[config.mk]
export PLATFORM = sky130hd
export DESIGN_NAME = mem_req_unit
export DESIGN_NICKNAME = d
export VERILOG_FILES = /design/src/rtl/mem_req_unit_pkg.sv /design/src/rtl/mem_req_unit_lane_gen.sv /design/src/rtl/mem_req_unit.sv
export SDC_FILE = /design/constraint.sdc
export NUM_CORES = 1
export LEC_CHECK = 0
export ABC_AREA = 1
export BUFFER_PORTS_ARGS = -buffer_cell sky130_fd_sc_hd__buf_2
export CAP_MARGIN = 15
export CORE_MARGIN = 2
export CORE_UTILIZATION = 30
export DETAILED_ROUTE_END_ITERATION = 16
export PLACE_DENSITY = 0.61
export SYNTH_ARGS = -nofsm -noshare
export SYNTH_HDL_FRONTEND = slang
export SYNTH_SLANG_ARGS = --single-unit
[constraint.sdc]
create_clock -name clk -period 1.2 [get_ports clk]
set_clock_uncertainty 0.05 [all_clocks]
set_input_delay 0.06 -clock clk [delete_from_list [all_inputs] [get_ports clk]]
set_output_delay 0.06 -clock clk [all_outputs]
set_load 0.005 [all_outputs]
[src/rtl/mem_req_unit_pkg.sv]
// Shared encodings for the data-side memory request unit: FSM states, access sizes,
// lane-flag bit positions (as decoded by the memory stage) and small helpers.
package mem_req_unit_pkg;

  localparam logic [1:0] ST_IDLE = 2'd0;
  localparam logic [1:0] ST_REQ  = 2'd1;
  localparam logic [1:0] ST_WAIT = 2'd2;
  localparam logic [1:0] ST_DROP = 2'd3;

  localparam logic [1:0] MEM_SIZE_BYTE = 2'd0;
  localparam logic [1:0] MEM_SIZE_HALF = 2'd1;
  localparam logic [1:0] MEM_SIZE_WORD = 2'd2;

  localparam int unsigned LF_SIGNED  = 32'd4;
  localparam int unsigned LF_BYTE    = 32'd3;
  localparam int unsigned LF_HALF    = 32'd2;
  localparam int unsigned LF_LANE_HI = 32'd1;
  localparam int unsigned LF_LANE_LO = 32'd0;

  typedef struct packed {
    logic        wr;
    logic [1:0]  size;
    logic [31:0] addr;
    logic [3:0]  wstrb;
    logic [31:0] wdata;
    logic [4:0]  lane_flag;
  } mem_req_t;

  // The reserved size encoding behaves exactly like a word access.
  function automatic logic [1:0] norm_size(input logic [1:0] size);
    logic [1:0] res;
    if (size == 2'd3) begin
      res = MEM_SIZE_WORD;
    end else begin
      res = size;
    end
    return res;
  endfunction

  function automatic logic is_misaligned(input logic [1:0] size, input logic [1:0] addr_lo);
    logic mis;
    case (size)
      MEM_SIZE_BYTE: mis = 1'b0;
      MEM_SIZE_HALF: mis = addr_lo[0];
      default:       mis = (addr_lo != 2'b00);
    endcase
    return mis;
  endfunction

endpackage

[src/rtl/mem_req_unit_lane_gen.sv]
// Combinational lane generation: byte strobes, lane-replicated store data and the
// lane flag handed to the memory stage for load extraction/extension.
module mem_lane_gen
  import mem_req_unit_pkg::*;
(
  input  logic [1:0]  size,
  input  logic [1:0]  addr_lo,
  input  logic        wr,
  input  logic        sgn,
  input  logic [31:0] wdata,
  output logic [3:0]  wstrb,
  output logic [31:0] wdata_rep,
  output logic [4:0]  lane_flag
);

  logic [3:0] strb_s;

  // Shifted strobes are truncated to four lanes, so a misaligned half at lane 3 keeps only lane 3.
  always_comb begin
    strb_s    = 4'b1111;
    wdata_rep = wdata;
    lane_flag = 5'b00000;
    case (size)
      MEM_SIZE_BYTE: begin
        strb_s                            = 4'b0001 << addr_lo;
        wdata_rep                         = {4{wdata[7:0]}};
        lane_flag[LF_SIGNED]              = sgn & ~wr;
        lane_flag[LF_BYTE]                = 1'b1;
        lane_flag[LF_LANE_HI:LF_LANE_LO]  = addr_lo;
      end
      MEM_SIZE_HALF: begin
        strb_s                            = 4'b0011 << addr_lo;
        wdata_rep                         = {2{wdata[15:0]}};
        lane_flag[LF_SIGNED]              = sgn & ~wr;
        lane_flag[LF_HALF]                = 1'b1;
        lane_flag[LF_LANE_HI:LF_LANE_LO]  = addr_lo;
      end
      default: begin
        strb_s    = 4'b1111;
        wdata_rep = wdata;
        lane_flag = 5'b00000;
      end
    endcase
    wstrb = wr ? strb_s : 4'b0000;
  end

endmodule

[src/rtl/mem_req_unit.sv]
// Data-side memory request unit between EX and the SRAM-like data bus.
// Define MEM_REQ_ALE_CHECK_EN to enable the alignment check and ale_excp.
module mem_req_unit
  import mem_req_unit_pkg::*;
(
  input  logic        clk,
  input  logic        resetn,
  input  logic        op_valid,
  output logic        op_ready,
  input  logic        op_wr,
  input  logic [1:0]  op_size,
  input  logic        op_signed,
  input  logic [31:0] op_addr,
  input  logic [31:0] op_wdata,
  input  logic        flush,
  output logic        data_sram_req,
  output logic        data_sram_wr,
  output logic [1:0]  data_sram_size,
  output logic [31:0] data_sram_addr,
  output logic [3:0]  data_sram_wstrb,
  output logic [31:0] data_sram_wdata,
  input  logic        data_sram_addr_ok,
  input  logic        data_sram_data_ok,
  input  logic [31:0] data_sram_rdata,
  output logic        resp_valid,
  output logic [31:0] resp_rdata,
  output logic [4:0]  resp_lane_flag,
  output logic        ale_excp
);

  logic [1:0]  state_r;
  logic [1:0]  state_nxt_s;
  mem_req_t    req_r;
  mem_req_t    req_nxt_s;
  logic        ale_r;
  logic        accept_s;
  logic        misaligned_s;
  logic        issue_s;
  logic [1:0]  size_s;
  logic [3:0]  wstrb_s;
  logic [31:0] wdata_rep_s;
  logic [4:0]  lane_flag_s;

  assign size_s   = norm_size(op_size);
  assign op_ready = (state_r == ST_IDLE) & ~flush;
  assign accept_s = op_valid & op_ready;

`ifdef MEM_REQ_ALE_CHECK_EN
  assign misaligned_s = is_misaligned(size_s, op_addr[1:0]);
`else
  assign misaligned_s = 1'b0;
`endif

  assign issue_s = accept_s & ~misaligned_s;

  mem_lane_gen u_lane_gen (
    .size      (size_s),
    .addr_lo   (op_addr[1:0]),
    .wr        (op_wr),
    .sgn       (op_signed),
    .wdata     (op_wdata),
    .wstrb     (wstrb_s),
    .wdata_rep (wdata_rep_s),
    .lane_flag (lane_flag_s)
  );

  // Captured request fields; held stable for the whole access.
  always_comb begin
    req_nxt_s = req_r;
    if (issue_s) begin
      req_nxt_s.wr        = op_wr;
      req_nxt_s.size      = size_s;
      req_nxt_s.addr      = op_addr;
      req_nxt_s.wstrb     = wstrb_s;
      req_nxt_s.wdata     = wdata_rep_s;
      req_nxt_s.lane_flag = lane_flag_s;
    end else begin
      req_nxt_s = req_r;
    end
  end

  // Bus protocol: flush withdraws an unaccepted request and drains an accepted one.
  always_comb begin
    state_nxt_s = state_r;
    case (state_r)
      ST_IDLE: begin
        if (issue_s) begin
          state_nxt_s = ST_REQ;
        end else begin
          state_nxt_s = ST_IDLE;
        end
      end
      ST_REQ: begin
        if (data_sram_addr_ok) begin
          state_nxt_s = flush ? ST_DROP : ST_WAIT;
        end else if (flush) begin
          state_nxt_s = ST_IDLE;
        end else begin
          state_nxt_s = ST_REQ;
        end
      end
      ST_WAIT: begin
        if (data_sram_data_ok) begin
          state_nxt_s = ST_IDLE;
        end else if (flush) begin
          state_nxt_s = ST_DROP;
        end else begin
          state_nxt_s = ST_WAIT;
        end
      end
      ST_DROP: begin
        if (data_sram_data_ok) begin
          state_nxt_s = ST_IDLE;
        end else begin
          state_nxt_s = ST_DROP;
        end
      end
      default: state_nxt_s = ST_IDLE;
    endcase
  end

  // State, captured fields and the alignment-exception pulse.
  always_ff @(posedge clk or negedge resetn) begin
    if (!resetn) begin
      state_r <= ST_IDLE;
      req_r   <= '0;
      ale_r   <= 1'b0;
    end else begin
      state_r <= state_nxt_s;
      req_r   <= req_nxt_s;
      ale_r   <= accept_s & misaligned_s;
    end
  end

  assign data_sram_req   = (state_r == ST_REQ);
  assign data_sram_wr    = req_r.wr;
  assign data_sram_size  = req_r.size;
  assign data_sram_addr  = req_r.addr;
  assign data_sram_wstrb = req_r.wstrb;
  assign data_sram_wdata = req_r.wdata;

  // Completion follows data_ok in the same cycle; a concurrent flush kills it.
  assign resp_valid     = (state_r == ST_WAIT) & data_sram_data_ok & ~flush;
  assign resp_rdata     = resp_valid ? data_sram_rdata : 32'h0000_0000;
  assign resp_lane_flag = req_r.lane_flag;
  assign ale_excp       = ale_r;

endmodule

==> reports/qor.yml <==
outcome:
  status: "finished with violations"
  failed_checks: "negative setup slack"
grt:
  grt_max_degree: 78
  antenna_found_initial: 0
  overflow: 0
  track_usage_pct: 18.33
  grt_pass1_wl_um: 18710
  first_global_vias: 3982
final_layout:
  ff_latch_area_um2: 1927
  multi_input_area_um2: 1388
  final_cell_count_no_fill: 944
  nets: 898
  n_fill_cell: 1101
  area_delta_synth_final_pct: 77.17
  diodes: 0
  drive_gt1_share_pct: 36.39
placed_design:
  dp_cells: 844
  gp_congestion: 0.8481
  portBuffers: 216
  dp_hpwl_um: 8235
setup_path:
  setup.worst_path.class: "reg -> out"
  rr_worst_depth: 8
  worstSetupStartpoint: "state_r[0]"
  crit_path_end: "resp_rdata[11]"
  crit_required_ns: 1.09
  crit_chain: "buf_6, inv_4, nand4_1, buf_4, nor2_1, buf_2"
  rr_endpoint: "data_sram_wdata[25]"
  r2r_start: "state_r[0]"
  crit_slowest_cell: "dfrtp_1"
  worst_ep_arrival_time_ns: 1.43
  critPathCaptureType: "output port"
  critPathMaxStageDelay_ns: 0.39
  startpoint_type: "flip-flop"
  cp_max_fo: 18
  ff2ff_setup_slack_ns: -0.29
timing:
  setup_viol: 110
  layout_min_cycle_time_ns: 1.543
  slew_violations: 0
  max_freq_ghz: 0.6482
  rsz0062_at_grt: "true"
  worst_slack_ns: -0.3427
  post-route-period-util_pct: 128.6
  final_hold_viol_count: 0
drt:
  wl_per_cell_um: 15.07
  wl_um: 14230
  viasPerCell: 4.549
  drt_pass1_iterations: 5
  vias: 4294
  ant_nets: 0
  first_iter_violations: 277
  drc_errors: 0
synthesis:
  synth_top_area_share_pct: 53.34
  synth_cell_types: 16
  syn-cell-area_um2: 3612
  synth_area_per_cell_um2: 7.402
  yosys.area.top_type: "dfrtp_1"
  ys_seq_area_share_pct: 53.34
  synthCells: 488
  yosys_warnings: 0
  synth-seq-cells: 77
  syn-num-nets: 594
  ys_top_cells_by_area: "dfrtp_1, nand2_1, inv_1"
min_path:
  timing.hold.worst.start: "op_addr[0]"
  hold_class: "in -> reg"
floorplanning:
  io_pins: 218
  die_x_um: 113.7
  core_um2: 11860
  die_area_um2: 12930
  initial_core_util_pct: 30.45
  die_h_um: 113.7
  rows: 40
flow_run:
  cap_violations: 0
pwr:
  p_leak_nw: 3.787
  peakVddDrop_mv: 0.9637
  power_mw: 12.13
  power_density_nw_per_um2: 1896
clock_tree:
  clkTransAtPathRegs_ns: 0.06
  cts_made_buffers: 9
  cts_tree: "done"
  h-tree-depth: 3
  worst_skew_pair.late_latency_ns: 0.33
  cts_sinks: 77
  cts_buffer_depth: 2
  clockRootBuffer: "clkbuf_16"
[worst max-delay path, delay by kind of cell, from the launching register on]
kind | cells | cell delay (ns)
buffers and inverters | 4 | 0.50
flip-flops | 1 | 0.39
AND/OR/NAND/NOR | 2 | 0.21
[worst min-delay path by stage]
stage | slack, ns | to | cells after the start
2_1_floorplan | -0.29 | data_sram_addr[0] | 0
3_3_place_gp | 0.07 | data_sram_addr[19] | 2
3_5_place_dp | 0.07 | data_sram_addr[21] | 2
4_1_cts | 0.001 | resp_lane_flag[0] | 3
5_1_grt | 0.03 | resp_lane_flag[0] | 3
6_report | 0.0006 | data_sram_addr[0] | 3
[logic make-up after synthesis]
family                 count (synthesis)  share of synthesized area [%]
AND/OR/NAND/NOR                      310                          33.56
flip-flops                            77                          53.34
buffers and inverters                 74                          9.352
AO/OA/AOI/OAI                         26                          3.637
other                                  1                         0.1038
[final cells by class]
type	instances	share of cell area [%]
Timing Repair Buffer	315	37.17
Clock inverter	4	0.3519
Tap cell	147	2.874
Timing Repair inverter	1	0.2542
Sequential cell	77	30.11
Clock buffer	12	4.008
Multi-Input combinational cell	337	21.68
Inverter	51	3.558
[state kept, by name, indices dropped and copies added (netlist names)]
register	cells
data_sram_wdata	32
state_r	2
data_sram_wr	1
data_sram_addr	32
data_sram_size	1
resp_lane_flag	5
data_sram_wstrb	4
[placed cells by master (no fill, tap or decap), types with 7 or more instances in the layout]
| cell | count |
|---|---|
| clkbuf_16 | 22 |
| nor2_1 | 34 |
| dlygate4sd3_1 | 57 |
| inv_1 | 44 |
| nand3_1 | 20 |
| nand2_1 | 245 |
| buf_4 | 11 |
| dfrtp_1 | 77 |
| buf_2 | 214 |
| o21ai_0 | 19 |
| buf_12 | 11 |
| buf_6 | 7 |
[routing by layer]
layer  vias up  GRT usage, %  wire length (um)
met2       212         33.21              7159
met3        27         3.666              1090
met5         -             0                 0
li1       2082             -                 -
met4         0         7.642               344
met1      1973         21.09              5631
[through the flow]
stage,util (%),worst slack [ns],hold WS [ns],TNS [ns],cell area (um2)
floorplan,-,-0.004337,-0.2856,-0.2161,3616
global placement,41.51,-0.1076,0.06663,-5.114,4923
detailed placement,41.51,-0.1421,0.07143,-6.637,4923
CTS,48.79,-0.3511,0.001130,-19.74,5787
global route,53.96,-0.4612,0.02758,-38.04,6400
finish,53.96,-0.3427,0.0005563,-28.61,6400
[power breakdown]
group          leakage (nW)  switching, mW  internal [mW]
Combinational          2.68           2.41           2.62
Sequential            0.965          0.701           3.82
Clock                 0.138           1.07           1.50
Total                  3.79           4.18           7.95
[cell usage after synthesis, drive strengths merged]
cell	count
inv	51
o21ai	25
clkbuf	1
dfrtp	77
nand3	21
o22ai	1
conb	1
nand2	249
nor2	38
nand4	2
buf	22
[what timing repair did]
action,4_1_cts,5_1_grt
hold endpoints to repair,133,0
endpoints found under the setup margin,110,110
hold buffers,57,0
gates resized for setup,7,41
setup buffers,0,5
pin swaps,1,5
cloned,0,22
Note: power is estimated with default switching activity, not from simulation.
